===== src/rtl/aes_pkg.sv =====
// Shared AES-block package: arbiter state encoding and default arbiter sizing.
package aes_pkg;

  localparam int unsigned DefaultNumReq        = 4;
  localparam int unsigned DefaultTimeoutCycles = 1023;

  // 4-bit encoding to line up with the engine controller's state enums.
  typedef enum logic [3:0] {
    StArbIdle  = 4'd0,
    StIssue    = 4'd1,
    StWaitBusy = 4'd2,
    StWaitDone = 4'd3,
    StRelease  = 4'd4
  } arb_state_t;

endpackage


===== src/rtl/aes_rr_pick.sv =====
// Combinational round-robin picker: first set request at or after the pointer, wrapping.
module aes_rr_pick #(
  parameter int unsigned  NumReq = 4,
  localparam int unsigned IdW    = $clog2(NumReq)
) (
  input  logic [NumReq-1:0] req_i,
  input  logic [IdW-1:0]    ptr_i,
  output logic [NumReq-1:0] gnt_o,
  output logic [IdW-1:0]    id_o,
  output logic              valid_o
);

  logic           found;
  logic [IdW-1:0] idx;

  always_comb begin
    gnt_o = '0;
    id_o  = '0;
    found = 1'b0;
    idx   = '0;
    for (int unsigned i = 0; i < NumReq; i++) begin
      idx = IdW'((32'(ptr_i) + i) % NumReq);
      if (!found && req_i[idx]) begin
        found      = 1'b1;
        gnt_o[idx] = 1'b1;
        id_o       = idx;
      end
    end
  end

  assign valid_o = |req_i;

endmodule


===== src/rtl/aes_job_arbiter.sv =====
// Round-robin job arbiter for the shared AES engine; key-change jobs win over data jobs.
// Define AES_ARB_TIMEOUT_EN to build the busy-period watchdog.
module aes_job_arbiter
  import aes_pkg::*;
#(
  parameter int unsigned  NUM_REQ        = DefaultNumReq,
  parameter int unsigned  TIMEOUT_CYCLES = DefaultTimeoutCycles,
  localparam int unsigned IdW            = $clog2(NUM_REQ)
) (
  input  logic               clk,
  input  logic               n_rst,
  input  logic [NUM_REQ-1:0] req,
  input  logic [NUM_REQ-1:0] req_chg_key,
  input  logic               core_idle,
  output logic               core_start,
  output logic               core_change_key,
  output logic [NUM_REQ-1:0] grant,
  output logic [IdW-1:0]     grant_id,
  output logic [NUM_REQ-1:0] job_done,
  output logic               busy,
  output logic               timeout_err
);

  arb_state_t         state_q;
  logic [NUM_REQ-1:0] grant_q, job_done_q;
  logic [IdW-1:0]     grant_id_q, last_id_q;
  logic               chg_q, start_q, busy_q, timeout_q;

  logic [NUM_REQ-1:0] key_req, pick_req, pick_gnt;
  logic [IdW-1:0]     pick_id, ptr;
  logic               key_any, pick_valid, wd_expired;

  assign key_req  = req & req_chg_key;
  assign key_any  = |key_req;
  assign pick_req = key_any ? key_req : req;
  assign ptr      = (last_id_q == IdW'(NUM_REQ - 1)) ? '0 : last_id_q + IdW'(1);

  aes_rr_pick #(
    .NumReq (NUM_REQ)
  ) u_pick (
    .req_i   (pick_req),
    .ptr_i   (ptr),
    .gnt_o   (pick_gnt),
    .id_o    (pick_id),
    .valid_o (pick_valid)
  );

`ifdef AES_ARB_TIMEOUT_EN
  localparam int unsigned CntW = $clog2(TIMEOUT_CYCLES + 1);

  logic [CntW-1:0] wd_cnt_q;

  // Counts only while staying in a wait state, so every wait-state entry restarts at zero.
  always_ff @(posedge clk or negedge n_rst) begin
    if (!n_rst) begin
      wd_cnt_q <= '0;
    end else if ((state_q == StWaitBusy && core_idle) || (state_q == StWaitDone && !core_idle)) begin
      wd_cnt_q <= wd_cnt_q + CntW'(1);
    end else begin
      wd_cnt_q <= '0;
    end
  end

  assign wd_expired = ((state_q == StWaitBusy) || (state_q == StWaitDone)) &&
                      (wd_cnt_q == CntW'(TIMEOUT_CYCLES - 1));
`else
  logic unused_timeout_cfg;
  assign unused_timeout_cfg = ^TIMEOUT_CYCLES;
  assign wd_expired         = 1'b0;
`endif

  always_ff @(posedge clk or negedge n_rst) begin
    if (!n_rst) begin
      state_q    <= StArbIdle;
      grant_q    <= '0;
      grant_id_q <= '0;
      last_id_q  <= IdW'(NUM_REQ - 1);
      chg_q      <= 1'b0;
      start_q    <= 1'b0;
      busy_q     <= 1'b0;
      job_done_q <= '0;
      timeout_q  <= 1'b0;
    end else begin
      start_q    <= 1'b0;
      job_done_q <= '0;
      timeout_q  <= 1'b0;
      case (state_q)
        StArbIdle: begin
          if (pick_valid && core_idle) begin
            grant_q    <= pick_gnt;
            grant_id_q <= pick_id;
            chg_q      <= key_any;
            busy_q     <= 1'b1;
            state_q    <= StIssue;
          end
        end
        StIssue: begin
          start_q <= 1'b1;
          state_q <= StWaitBusy;
        end
        StWaitBusy: begin
          if (!core_idle) begin
            state_q <= StWaitDone;
          end else if (wd_expired) begin
            job_done_q <= grant_q;
            timeout_q  <= 1'b1;
            state_q    <= StRelease;
          end
        end
        StWaitDone: begin
          if (core_idle) begin
            job_done_q <= grant_q;
            state_q    <= StRelease;
          end else if (wd_expired) begin
            job_done_q <= grant_q;
            timeout_q  <= 1'b1;
            state_q    <= StRelease;
          end
        end
        StRelease: begin
          last_id_q  <= grant_id_q;
          grant_q    <= '0;
          grant_id_q <= '0;
          chg_q      <= 1'b0;
          busy_q     <= 1'b0;
          state_q    <= StArbIdle;
        end
        default: state_q <= StArbIdle;
      endcase
    end
  end

  assign core_start      = start_q;
  assign core_change_key = chg_q;
  assign grant           = grant_q;
  assign grant_id        = grant_id_q;
  assign job_done        = job_done_q;
  assign busy            = busy_q;
  assign timeout_err     = timeout_q;

endmodule

===== config.mk =====
export PLATFORM = sky130hd
export DESIGN_NAME = aes_job_arbiter
export DESIGN_NICKNAME = d
export VERILOG_FILES = /design/src/rtl/aes_pkg.sv /design/src/rtl/aes_rr_pick.sv /design/src/rtl/aes_job_arbiter.sv
export SDC_FILE = /design/constraint.sdc
export NUM_CORES = 1
export LEC_CHECK = 0
export BUFFER_PORTS_ARGS = -buffer_cell sky130_fd_sc_hd__clkbuf_2
export CAP_MARGIN = 15
export CORE_MARGIN = 4
export CORE_UTILIZATION = 48
export DETAILED_ROUTE_END_ITERATION = 12
export PLACE_DENSITY = 0.75
export SETUP_SLACK_MARGIN = 0.15
export SLEW_MARGIN = 10
export SYNTH_ARGS = -nofsm -noshare
export SYNTH_HDL_FRONTEND = slang
export SYNTH_HIERARCHICAL = 1
export SYNTH_SLANG_ARGS = --single-unit

===== constraint.sdc =====
create_clock -name clk -period 2.61 [get_ports clk]
set_clock_uncertainty 0.2 [all_clocks]
set_input_delay 0.522 -clock clk [delete_from_list [all_inputs] [get_ports clk]]
set_output_delay 0.522 -clock clk [all_outputs]
set_load 0.05 [all_outputs]

==> Word level (Yosys, flattened, before mapping) <==
Cells that the tools add are included.
{ "totals": {"register_bits": 19, "elab_cells": 93} }
{ "op_classes": {"n_addsub": 4, "n_lt_le_gt_ge": 8, "n_eq_ne": 8, "muxes": 44, "bitwise_logic": 4, "n_reduce_logical": 17} }
{ "ops": {"columns": ["cell", "count"], "rows": [
  ["2-to-1 mux 4 bit", 11],
  ["one-hot mux 4 bit (4 select lines)", 1],
  ["2-to-1 mux 1 bit", 14],
  ["less-than comparator 2 x 3 -> 1 bit (second input constant)", 4],
  ["2-to-1 mux 2 bit", 6],
  ["OR 4 bit", 3],
  ["binary-select mux 1 bit (select 2 bit)", 4],
  ["demux 1 bit (select 2 bit)", 4],
  ["equality test 4 x 2 -> 1 bit (second input constant)", 2],
  [">= comparator 2 x 1 -> 1 bit (second input constant)", 4],
  ["logical AND 1 bit", 8],
  ["one-hot mux 4 bit (2 select lines)", 1],
  ["OR reduction 4 bit", 2],
  ["inequality test 2 bit (second input constant)", 3],
  ["adder 2 x 1 -> 2 bit (second input constant)", 2],
  ["adder 2 bit (second input constant)", 2],
  ["AND 4 bit", 1],
  ["equality test 4 x 1 -> 1 bit (second input constant)", 1],
  ["equality test 4 x 3 -> 1 bit (second input constant)", 1],
  ["logical NOT 4 bit", 1],
  ["one-hot mux 1 bit (2 select lines)", 2],
  ["one-hot mux 2 bit (2 select lines)", 1],
  ["logical NOT 1 bit", 3],
  ["AND reduction 3 bit", 1],
  ["other kinds (3)", 3]
]} }

==> Depth between registers and ports, before layout <==
Gate-level depths: netlist of run 1.
{ "logic_depth": {"ltp_word": 17, "depth_mapped": 10, "ltp_nobuf": 9} }

==> Cells and area by module <==
The synthesis of run 1 kept the hierarchy.
{ "modules_own_cells": {"columns": ["module", "instances", "cells_per_inst", "area_each_um2", "seq_area_each_um2"], "rows": [
  ["aes_job_arbiter", 1, 56, 752.0, 452.9],
  ["aes_rr_pick", 1, 49, 411.6, 0.0]
]} }

==> Worst setup path after synthesis of run 1 <==
Ideal clock, no wire load.
{ "synth_path": {"kind": "reg-to-reg", "start": "reg last_id_q[0]", "end": "reg grant_q[0], in the netlist grant[0]", "setup_ns": 0.067, "t_arrival_ns": 2.625, "required_time_ns": 2.343, "setup_slack_ns": -0.282, "path_stages_with_launch": 11, "path_buffers": 1, "synth_period_minus_slack_ns": 2.892, "path_cell_list": "dfstp_2 -> ha_1 -> nor2_1 -> buf_2 -> inv_1 -> ha_1 -> mux4_2 -> nor4b_4 -> a22oi_1 -> o21ai_0 -> a22o_1"} }
{ "synth_via": {"elab_chain_cells": 16} }
{ "synth_rtl": {"columns": ["item", "line_no", "rtl"], "rows": [
  ["start: declaration", "aes_job_arbiter.sv:26", "logic [IdW-1:0] grant_id_q, last_id_q;"],
  ["start signal: assignment", "aes_job_arbiter.sv:77", "last_id_q <= IdW'(NUM_REQ - 1);"],
  ["start signal: assignment", "aes_job_arbiter.sv:121", "last_id_q <= grant_id_q;"],
  ["adder 2 x 1 -> 2 bit / equality test 2 bit (equally long branches)", "aes_job_arbiter.sv:36", "assign ptr = (last_id_q == IdW'(NUM_REQ - 1)) ? '0 : last_id_q + IdW'(1);"],
  ["2-to-1 mux 2 bit *", "aes_job_arbiter.sv:36", null],
  ["named net ptr[0]", "aes_job_arbiter.sv:30", "logic [IdW-1:0] pick_id, ptr;"],
  ["branches (longest 11 deep; another with less-than comparator 2 x 3 -> 1 bit)", null, null],
  ["2-to-1 mux 4 bit *", "aes_rr_pick.sv:23", "if (!found && req_i[idx]) begin"],
  ["named net pick_gnt[0]", "aes_job_arbiter.sv:29", "logic [NUM_REQ-1:0] key_req, pick_req, pick_gnt;"],
  ["2-to-1 mux 4 bit *", "aes_job_arbiter.sv:89", "if (pick_valid && core_idle) begin"],
  ["one-hot mux 4 bit (2 select lines) *", "aes_job_arbiter.sv:87", "case (state_q)"],
  ["end signal: assignment", "aes_job_arbiter.sv:90", "grant_q <= pick_gnt;"],
  ["end: declaration", "aes_job_arbiter.sv:25", "logic [NUM_REQ-1:0] grant_q, job_done_q;"]
]} }
Mark *: on every way through the listed nets, which the timed path passes. The select of a mux whose other input is x is not followed.
A chain may end at the register's enable or synchronous reset.

==> Final worst setup path of run 1 <==
{ "layout_path": {"start": "in req[2]", "end": "reg grant_q[0], in the netlist grant[0]"} }
{ "layout_via": {"elab_chain_cells": 17} }
{ "layout_rtl": {"columns": ["item", "line_no", "rtl"], "rows": [
  ["start: declaration", "aes_job_arbiter.sv:12", "input logic [NUM_REQ-1:0] req,"],
  ["AND 4 bit", "aes_job_arbiter.sv:33", "assign key_req = req & req_chg_key;"],
  ["OR reduction 4 bit", "aes_job_arbiter.sv:34", "assign key_any = |key_req;"],
  ["2-to-1 mux 4 bit *", "aes_job_arbiter.sv:35", "assign pick_req = key_any ? key_req : req;"],
  ["named net pick_req[2]", "aes_job_arbiter.sv:29", null],
  ["binary-select mux 1 bit (select 2 bit)", "aes_rr_pick.sv:23", null],
  ["2-to-1 mux 1 bit (implied by the code)", "aes_rr_pick.sv:23", null],
  ["2-to-1 mux 1 bit", "aes_rr_pick.sv:23", null],
  ["logical NOT 1 bit", "aes_rr_pick.sv:23", null],
  ["(+3 left out)", null, null],
  ["logical AND 1 bit", "aes_rr_pick.sv:23", null],
  ["2-to-1 mux 1 bit", "aes_rr_pick.sv:23", null],
  ["logical NOT 1 bit", "aes_rr_pick.sv:23", null],
  ["logical AND 1 bit", "aes_rr_pick.sv:23", null],
  ["2-to-1 mux 4 bit *", "aes_rr_pick.sv:23", null],
  ["named net pick_gnt[0]", "aes_job_arbiter.sv:29", null],
  ["2-to-1 mux 4 bit *", "aes_job_arbiter.sv:89", null],
  ["one-hot mux 4 bit (2 select lines) *", "aes_job_arbiter.sv:87", null]
]} }
Mark *: on every way through the listed nets, which the timed path passes. The rest lies on a longest branch. The select of a mux whose other input is x is not followed.

==> summary.txt, run 1 <==
SYNTHESIS
------------------------------------------------------------------------------------------
Mapped cell area                                                              0.001164 mm^2
Number of distinct library cells after synthesis                                        38
Share of the synthesized area in the top cell type                                  0.3441
Mapped Nets                                                                            122
Main flop type after synthesis                                                     dfrtp_1
Ranking of synthesized cells by area                                          dfrtp_1 34%, mux4_2 7.7%, ha_1 6.5%
EDFF count, synth                                                                        0
Mean instance size in the synthesized netlist                                   11.08 um^2
Largest area contributor in the synthesized netlist                                dfrtp_1
Number of cells produced by synthesis                                                  105
Number of warnings issued by yosys                                                       6
Ys async rst share                                                                   1.000
Yosys reg bits                                                                          18
Leading cell types by count after synthesis                                   16 x dfrtp_1, 8 x a22oi_1, 7 x a22o_1, 7 x nor2_1
Top-count cell post-synth                                                          dfrtp_1
Register area share after synthesis                                                 0.3892

CLOCK TREE
------------------------------------------------------------------------------------------
H-Tree Depth                                                                             1
Num Clock Sinks                                                                         18
TritonCTS clock tree                                                                   yes
CTS max path bufs                                                                        2
Buffer cell driving the clock tree root                                           clkbuf_4
Clock edge transition at the registers on the reported setup and hold paths        0.10 ns
TritonCTS buffer count                                                                   3
Clock Latency Late Sink                                                            0.29 ns

STATUS
------------------------------------------------------------------------------------------
Status                                                                        finished, final reports clean

CRITICAL PATH
------------------------------------------------------------------------------------------
Critical path capture point type                                                      flop
Data arrival at the endpoint of the critical path                                  2.57 ns
Start-to-end type of the worst setup path                                        in -> reg
Worst reg2reg setup slack                                                          0.04 ns
Worst Path Max Fanout                                                                    7
Kind of start point of the critical path                                        input port
R2R depth                                                                                8
Data required time of the critical path                                            2.59 ns

HOLD PATH
------------------------------------------------------------------------------------------
Worst min path class                                                             in -> reg
Worst hold path stage count                                                              3

STA
------------------------------------------------------------------------------------------
RSZ-0062 raised after global routing                                                   yes
Final worst slack                                                               0.02483 ns
Part of the cycle the worst path needs                                              0.9905
Maximum achievable frequency                                                     386.8 MHz
Crit path time final                                                              2.585 ns
Final number of setup-violating endpoints                                                0
Fin. Hold Viols                                                                          0
Number of slew-limit violations in the final report                                      0

ROUTING
------------------------------------------------------------------------------------------
Post-DR vias/cell                                                                    5.783
Overall routed net length                                                          2789 um
Drt first pass iters                                                                     4
Number of remaining DRC errors                                                           0
Residual antenna-violating net count after detailed routing                              0
First-iteration detailed-routing DRC count                                              20
Mean routed wirelength per cell                                                   15.94 um
Number of vias in the routed layout                                                   1012

GLOBAL ROUTE
------------------------------------------------------------------------------------------
Via count of the first global-routing pass                                            1003
GR Layer Usage met2                                                                 0.3377
Pin count of the biggest net entering global routing                                    19
Met3 routing resource usage after global routing                                   0.02489
Wire length of the first global-routing pass                                       4422 um
Global route total overflow                                                              0
Layer carrying the most global-route usage                                            met2
M1 GR Usage                                                                         0.1787
Antenna violations before repair                                                         0
All-Layer GR Usage                                                                  0.1736

PLACED DESIGN
------------------------------------------------------------------------------------------
Count of buffers inserted at the top-level ports                                        23
Pre-CTS setup slack                                                             -0.3548 ns
Placed wire-length estimate after detailed placement                               2201 um
Placed cell area                                                              0.001435 mm^2
RD Place Congestion                                                                 0.8401

PWR
------------------------------------------------------------------------------------------
Peak supply drop                                                                  793.1 uV
Power density over the cells                                                  1315 mW/mm^2
Total power of the final layout                                                   2.104 mW
Total leakage power                                                              0.7659 nW

DIE
------------------------------------------------------------------------------------------
Initial core utilization                                                            0.5161
Area enclosed by the die boundary                                             0.003276 mm^2
Vertical die dimension                                                            57.24 um
Die X                                                                             57.24 um
Core Footprint                                                                0.002255 mm^2
Top-Level Pins                                                                          25
Std-Cell Rows                                                                           17

LAYOUT
------------------------------------------------------------------------------------------
Layout-stage area growth over the synthesis result                                  37.53%
Combined area of the multi-input logic cells                                    777.0 um^2
Post-layout utilization of the core                                                 0.7098
Share of cells above drive strength 1                                               0.5170
Nets@finish                                                                            165
Layout filler cell count                                                               158
Number of inserted diodes                                                                0
Non-Filler Cell Area, Final                                                   0.001600 mm^2
Register cell area after layout                                                 452.9 um^2

JOB
------------------------------------------------------------------------------------------
Max_cap viols                                                                            0

==> critical path: stages <==
cell and delay (ns):
buf_8 0.10, a222oi_1 0.44, a21boi_4 0.33, o21a_4 0.20
mux4_2 0.31, nor2b_1 0.07, buf_4 0.16, a22oi_2 0.11
o21ai_1 0.09, a22o_1 0.23
==> cells by family (layout without fill, tap and decap cells) <==
group / Yosys count / in the layout / synth area share
compound gates: 35 / 35 / 0.2247
simple gates: 29 / 29 / 0.1656
flops: 18 / 18 / 0.3892
mux: 8 / 8 / 0.1204
buf+inv: 8 / 50 / 0.03225
fa+ha+maj: 6 / 6 / 0.06451
other cells: 1 / 1 / 0.003223
==> report_power, final <==
group / internal, mW / total, mW / switching, mW
logic: 0.666 / 1.47 / 0.808
registers: 0.380 / 0.464 / 0.0842
clock network: 0.0850 / 0.167 / 0.0818
total: 1.13 / 2.10 / 0.974
==> per-stage QoR <==
stage | TNS [ns] | hold slack (ns) | std cells
floorplan | -0.01358 | 0.02641 | 105
global placement | -0.9004 | 0.2666 | 168
detailed placement | -2.120 | 0.2740 | 168
CTS | 0 | 0.3068 | 174
global route | -0.3910 | 0.3136 | 175
finish | 0 | 0.3098 | 175
==> worst paths after layout <==
path / start / to
worst max register to register: last_id_q[0] / grant[0]
min in group asynchronous: n_rst / busy
worst min-delay path: core_idle / state_q[0]
worst max-delay path: req[2] / grant[0]
worst min register to register: busy / busy
max in group asynchronous: n_rst / last_id_q[1]
==> state kept, by name, indices dropped and copies added, names as in the netlist <==
signal / count
last_id_q: 2
core_start: 1
grant_id: 2
core_change_key: 1
job_done: 4
grant: 4
state_q: 3
busy: 1
==> final cells by class <==
cell class | instances | area share
well taps | 28 | 0.02189
flip-flops and latches | 18 | 0.2830
repair buffers | 43 | 0.1798
multi-input cells | 79 | 0.4855
inverters | 3 | 0.007037
clock buffers | 4 | 0.02267
==> layer usage <==
metal | up-vias | part of all wire
li1 | 484 | -
met5 | - | 0
met2 | 28 | 0.55
met3 | 8 | 0.029
met1 | 492 | 0.39
met4 | 0 | 0.025
==> what timing repair did <==
item | CTS | global route
hold endpoints to repair | 16 | 0
resized for setup | 16 | 13
buffers inserted | 1 | 1
pin swaps | 9 | 8
gates cloned | 0 | 0
setup endpoints to repair | 6 | 7
hold buffers | 1 | 0
==> cell usage in the layout (no fill, tap or decap), types with 3 or more instances in the layout <==
cell type	synthesis	layout
o21a_4	0	3
dfrtp_1	16	16
and2_1	4	4
a22oi_2	0	4
a22o_1	7	7
a22oi_1	8	4
mux4_2	4	4
o21ai_1	1	4
nor2b_1	3	3
clkbuf_4	0	3
buf_4	1	18
nor2_1	7	6
clkbuf_2	0	21
ha_1	6	4
No activity file was read; power rests on OpenSTA's default activity.
==> inputs of run 2 (changes only) <==
--- a/config.mk
+++ b/config.mk
@@ -5,12 +5,13 @@
 export SDC_FILE = /design/constraint.sdc
 export NUM_CORES = 1
 export LEC_CHECK = 0
+export ABC_AREA = 1
 export BUFFER_PORTS_ARGS = -buffer_cell sky130_fd_sc_hd__clkbuf_2
 export CAP_MARGIN = 15
 export CORE_MARGIN = 4
-export CORE_UTILIZATION = 48
+export CORE_UTILIZATION = 50
 export DETAILED_ROUTE_END_ITERATION = 12
-export PLACE_DENSITY = 0.75
+export PLACE_DENSITY = 0.76
 export SETUP_SLACK_MARGIN = 0.15
 export SLEW_MARGIN = 10
 export SYNTH_ARGS = -nofsm -noshare
==> run 2 against run 1 <==
Power up 12%. Critical path depth is 1 higher. Core utilization shrank 8.2 points. First-iteration DRC count grew to 2.7 times the previous value. Flip-flop and latch count did not move. Highest routed layer unchanged. Sequential share of layout area rose by 0.066 points. Worst setup slack improved by 0.32 ns. Die area increased by 12%. Cell area shrank 0.23%. Via count rose by 23%. Sequential power shrank 2%.
==> summary.txt, run 2 <==
STATUS
------------------------------------------------------------------------------------------
Status                                                                        finished, final reports clean

PLACED DESIGN
------------------------------------------------------------------------------------------
Pre-CTS setup slack                                                              0.1637 ns   +0.5185 ns
RD Place Congestion                                                                 0.8188   -2.5%
Count of buffers inserted at the top-level ports                                        23   unchanged
Placed wire-length estimate after detailed placement                               2392 um   +8.7%
Cell count after placement                                                             240   +43%

ROUTING
------------------------------------------------------------------------------------------
Mean routed wirelength per cell                                                   11.97 um   -25%
Number of remaining DRC errors                                                           0   unchanged
Number of vias in the routed layout                                                   1245   +23%
Drt first pass iters                                                                     4   unchanged
First-iteration detailed-routing DRC count                                              54   +170%
Overall routed net length                                                          2932 um   +5.1%
Post-DR vias/cell                                                                    5.082   -12%
Residual antenna-violating net count after detailed routing                              0   unchanged

STA
------------------------------------------------------------------------------------------
Crit path time final                                                              2.266 ns   -0.3190 ns
Sum of negative setup slack                                                           0 ns   unchanged
Maximum achievable frequency                                                     441.3 MHz   +14%
RSZ-0062 raised after global routing                                                    no
Final number of setup-violating endpoints                                                0   unchanged
Final worst slack                                                                0.3438 ns   +0.3190 ns
Number of slew-limit violations in the final report                                      0   unchanged
Part of the cycle the worst path needs                                              0.8683   -0.1222
Fin. Hold Viols                                                                          0   unchanged

CRITICAL PATH
------------------------------------------------------------------------------------------
Worst reg2reg setup slack                                                          0.34 ns   +0.30 ns
Cell with the biggest individual delay on the critical path                        dfstp_2
Family with the most delay on the worst path                                    flip-flops
Data required time of the critical path                                            2.59 ns   about the same
Start-to-end type of the worst setup path                                       reg -> reg
Endpoint of the most critical register-to-register path                           grant[3]
Buffering stage count on the worst path with inverters included                          2   unchanged
Data arrival at the endpoint of the critical path                                  2.25 ns   -0.32 ns
Largest stage delay on the critical path                                           0.59 ns   +0.15 ns
Worst Path Max Fanout                                                                    6   -1
Launching point of the worst reg2reg path                                     last_id_q[0]
R2R depth                                                                               11   +3
Chain of cells forming the critical path                                      ha_4 > bufinv_8 > ha_4 > inv_2 > nand3_1 > nand2_2 > nor2_4 > a21oi_1 > nand3_1 > nand2_1 > nand2_1
Critical path capture point type                                                      flop
Kind of start point of the critical path                                              flop

SYNTHESIS
------------------------------------------------------------------------------------------
Register area share after synthesis                                                 0.3285   -0.06075
Number of cells produced by synthesis                                                  189   +80%
Yosys reg bits                                                                          18   unchanged
Mapped cell area                                                              0.001379 mm^2   +18%
EDFF count, synth                                                                        0   unchanged
Ys async rst share                                                                   1.000   unchanged
Mean instance size in the synthesized netlist                                   7.295 um^2   -34%
Top-count cell post-synth                                                          nand2_1
Number of distinct library cells after synthesis                                        26   -32%
Largest area contributor in the synthesized netlist                                dfrtp_1
Ranking of synthesized cells by area                                          dfrtp_1 29%, nand2_1 16%, nand3_1 12%
Main flop type after synthesis                                                     dfrtp_1
Leading cell types by count after synthesis                                   60 x nand2_1, 32 x nand3_1, 23 x inv_1, 16 x dfrtp_1, 12 x nor2_1
Mapped Nets                                                                            206   +69%
Number of warnings issued by yosys                                                       6   unchanged
Share of the synthesized area in the top cell type                                  0.2904   -0.05370

PWR
------------------------------------------------------------------------------------------
Peak supply drop                                                                   1091 uV   +38%
Power density over the cells                                                  1480 mW/mm^2   +13%
Total leakage power                                                              0.8973 nW   +17%
Total power of the final layout                                                   2.363 mW   +12%

CLOCK TREE
------------------------------------------------------------------------------------------
Clock Latency Late Sink                                                            0.28 ns   about the same
TritonCTS clock tree                                                                   yes
TritonCTS buffer count                                                                   3   unchanged
H-Tree Depth                                                                             1   unchanged
Clock edge transition at the registers on the reported setup and hold paths        0.10 ns   about the same
CTS max path bufs                                                                        2   unchanged
Num Clock Sinks                                                                         18   unchanged
Post-CTS Setup Bufs                                                                      0   -1
Buffer cell driving the clock tree root                                           clkbuf_4

LAYOUT
------------------------------------------------------------------------------------------
Layout-stage area growth over the synthesis result                                  15.79%
Most common library cell in the layout ignoring fill and taps                      nand2_1
Layout filler cell count                                                               226   +43%
Most used cells in the layout excluding fill and tap cells                    59 x nand2_1, 32 x nand3_1, 23 x clkbuf_2
Number of inserted diodes                                                                0   unchanged
Nets@finish                                                                            233   +41%
Share of cells above drive strength 1                                               0.2698   -0.2472
Final Instance Count excl. Fillers                                                     245   +40%

HOLD PATH
------------------------------------------------------------------------------------------
End point of the most critical hold path                                      last_id_q[1]
Worst min path class                                                            reg -> reg
Worst hold path stage count                                                              2   -1
Start point of the worst hold path                                            last_id_q[1]

DIE
------------------------------------------------------------------------------------------
Area enclosed by the die boundary                                             0.003662 mm^2   +12%
Vertical die dimension                                                            60.52 um   +5.7%
Std-Cell Rows                                                                           18   +1
Core Footprint                                                                0.002545 mm^2   +13%
Initial core utilization                                                            0.5418   +0.02570
Top-Level Pins                                                                          25   unchanged
Die X                                                                             60.52 um   +5.7%

GLOBAL ROUTE
------------------------------------------------------------------------------------------
Via count of the first global-routing pass                                            1191   +19%
Global route total overflow                                                              0   unchanged
All-Layer GR Usage                                                                  0.1752   +0.001507
Wire length of the first global-routing pass                                       4926 um   +11%
Pin count of the biggest net entering global routing                                    19   unchanged
Antenna violations before repair                                                         0   unchanged

JOB
------------------------------------------------------------------------------------------
Max_cap viols                                                                            0   unchanged

[run 2: changes by cell type after synthesis, sizes merged, moves of 4 or more]
cell / change
a21oi: +5
a22o: -7
a22oi: -8
and2: -4
inv: +23
mux4: -4
nand2: +67
nand3: +33
nor2: +9
o21a: -4
o21ai: -5
[run 2: worst max path at each step]
stage	startpoint	end	slack, ns	cells past startpoint
2_1_floorplan	last_id_q[0]	grant_id[0]	0.34	14
3_3_place_gp	last_id_q[0]	grant_id[1]	0.21	12
3_5_place_dp	last_id_q[0]	grant[3]	0.16	11
4_1_cts	last_id_q[0]	grant[3]	0.16	11
5_1_grt	last_id_q[0]	grant[0]	0.23	11
6_report	last_id_q[0]	grant[3]	0.34	11
[run 2: area by class of cell]
| class | instances | area (um^2) | area share |
|---|---|---|---|
| timing repair buffer | 25 | 132.6 | 0.08307 |
| sequential | 18 | 452.9 | 0.2837 |
| inverter | 27 | 122.6 | 0.07680 |
| tap | 30 | 37.54 | 0.02351 |
| clock buffer | 4 | 36.28 | 0.02273 |
| multi-input combinational | 141 | 814.5 | 0.5102 |
[run 2: timing repair]
action	4_1_cts	5_1_grt
endpoints found under the setup margin	3	6
gates resized for setup	1	9
hold buffers	1	0
endpoints found under the hold margin	16	0
[run 2: tightest hold or removal path, cell delays in order (launching register included)]
cell	delay (ns)
dfstp_2	0.40
nand2_1	0.07
nand2_1	0.05
[run 2: metrics by stage]
stage                     hold slack, ns  instance area (um^2)  utilization
final                             0.3077                  1597       0.6273
after global routing              0.3347                  1597       0.6273
after detailed placement          0.2721                  1509       0.5929
after CTS                         0.2930                  1558       0.6121
after global placement            0.2622                  1509       0.5929
after floorplan                  0.02641                  1379            -
[run 2: where the power goes]
group,internal (mW),total (mW),switching (mW)
Combinational,0.598,1.74,1.14
Clock,0.0848,0.166,0.0816
Sequential,0.378,0.456,0.0775
Total,1.06,2.36,1.30
[run 2: layer usage]
layer | share of wire | wire length [um] | GRT usage | vias to the layer above
met3 | 0.028 | 82 | 0.01277 | 2
met2 | 0.54 | 1590 | 0.3503 | 17
met5 | 0 | 0 | 0 | -
met1 | 0.42 | 1233 | 0.1956 | 577
li1 | - | - | - | 649
met4 | 0.0085 | 25 | 0.04954 | 0
[run 2: cell families (layout without fill, tap and decap cells)]
logic type	after synthesis	in the layout	share of synthesized area
buffers and inverters	30	56	0.1107
AO/OA/AOI/OAI	13	13	0.05627
AND/OR/NAND/NOR	121	121	0.4474
adder cells (fa/ha/maj)	6	6	0.05445
other	1	1	0.002720
flip-flops	18	18	0.3285
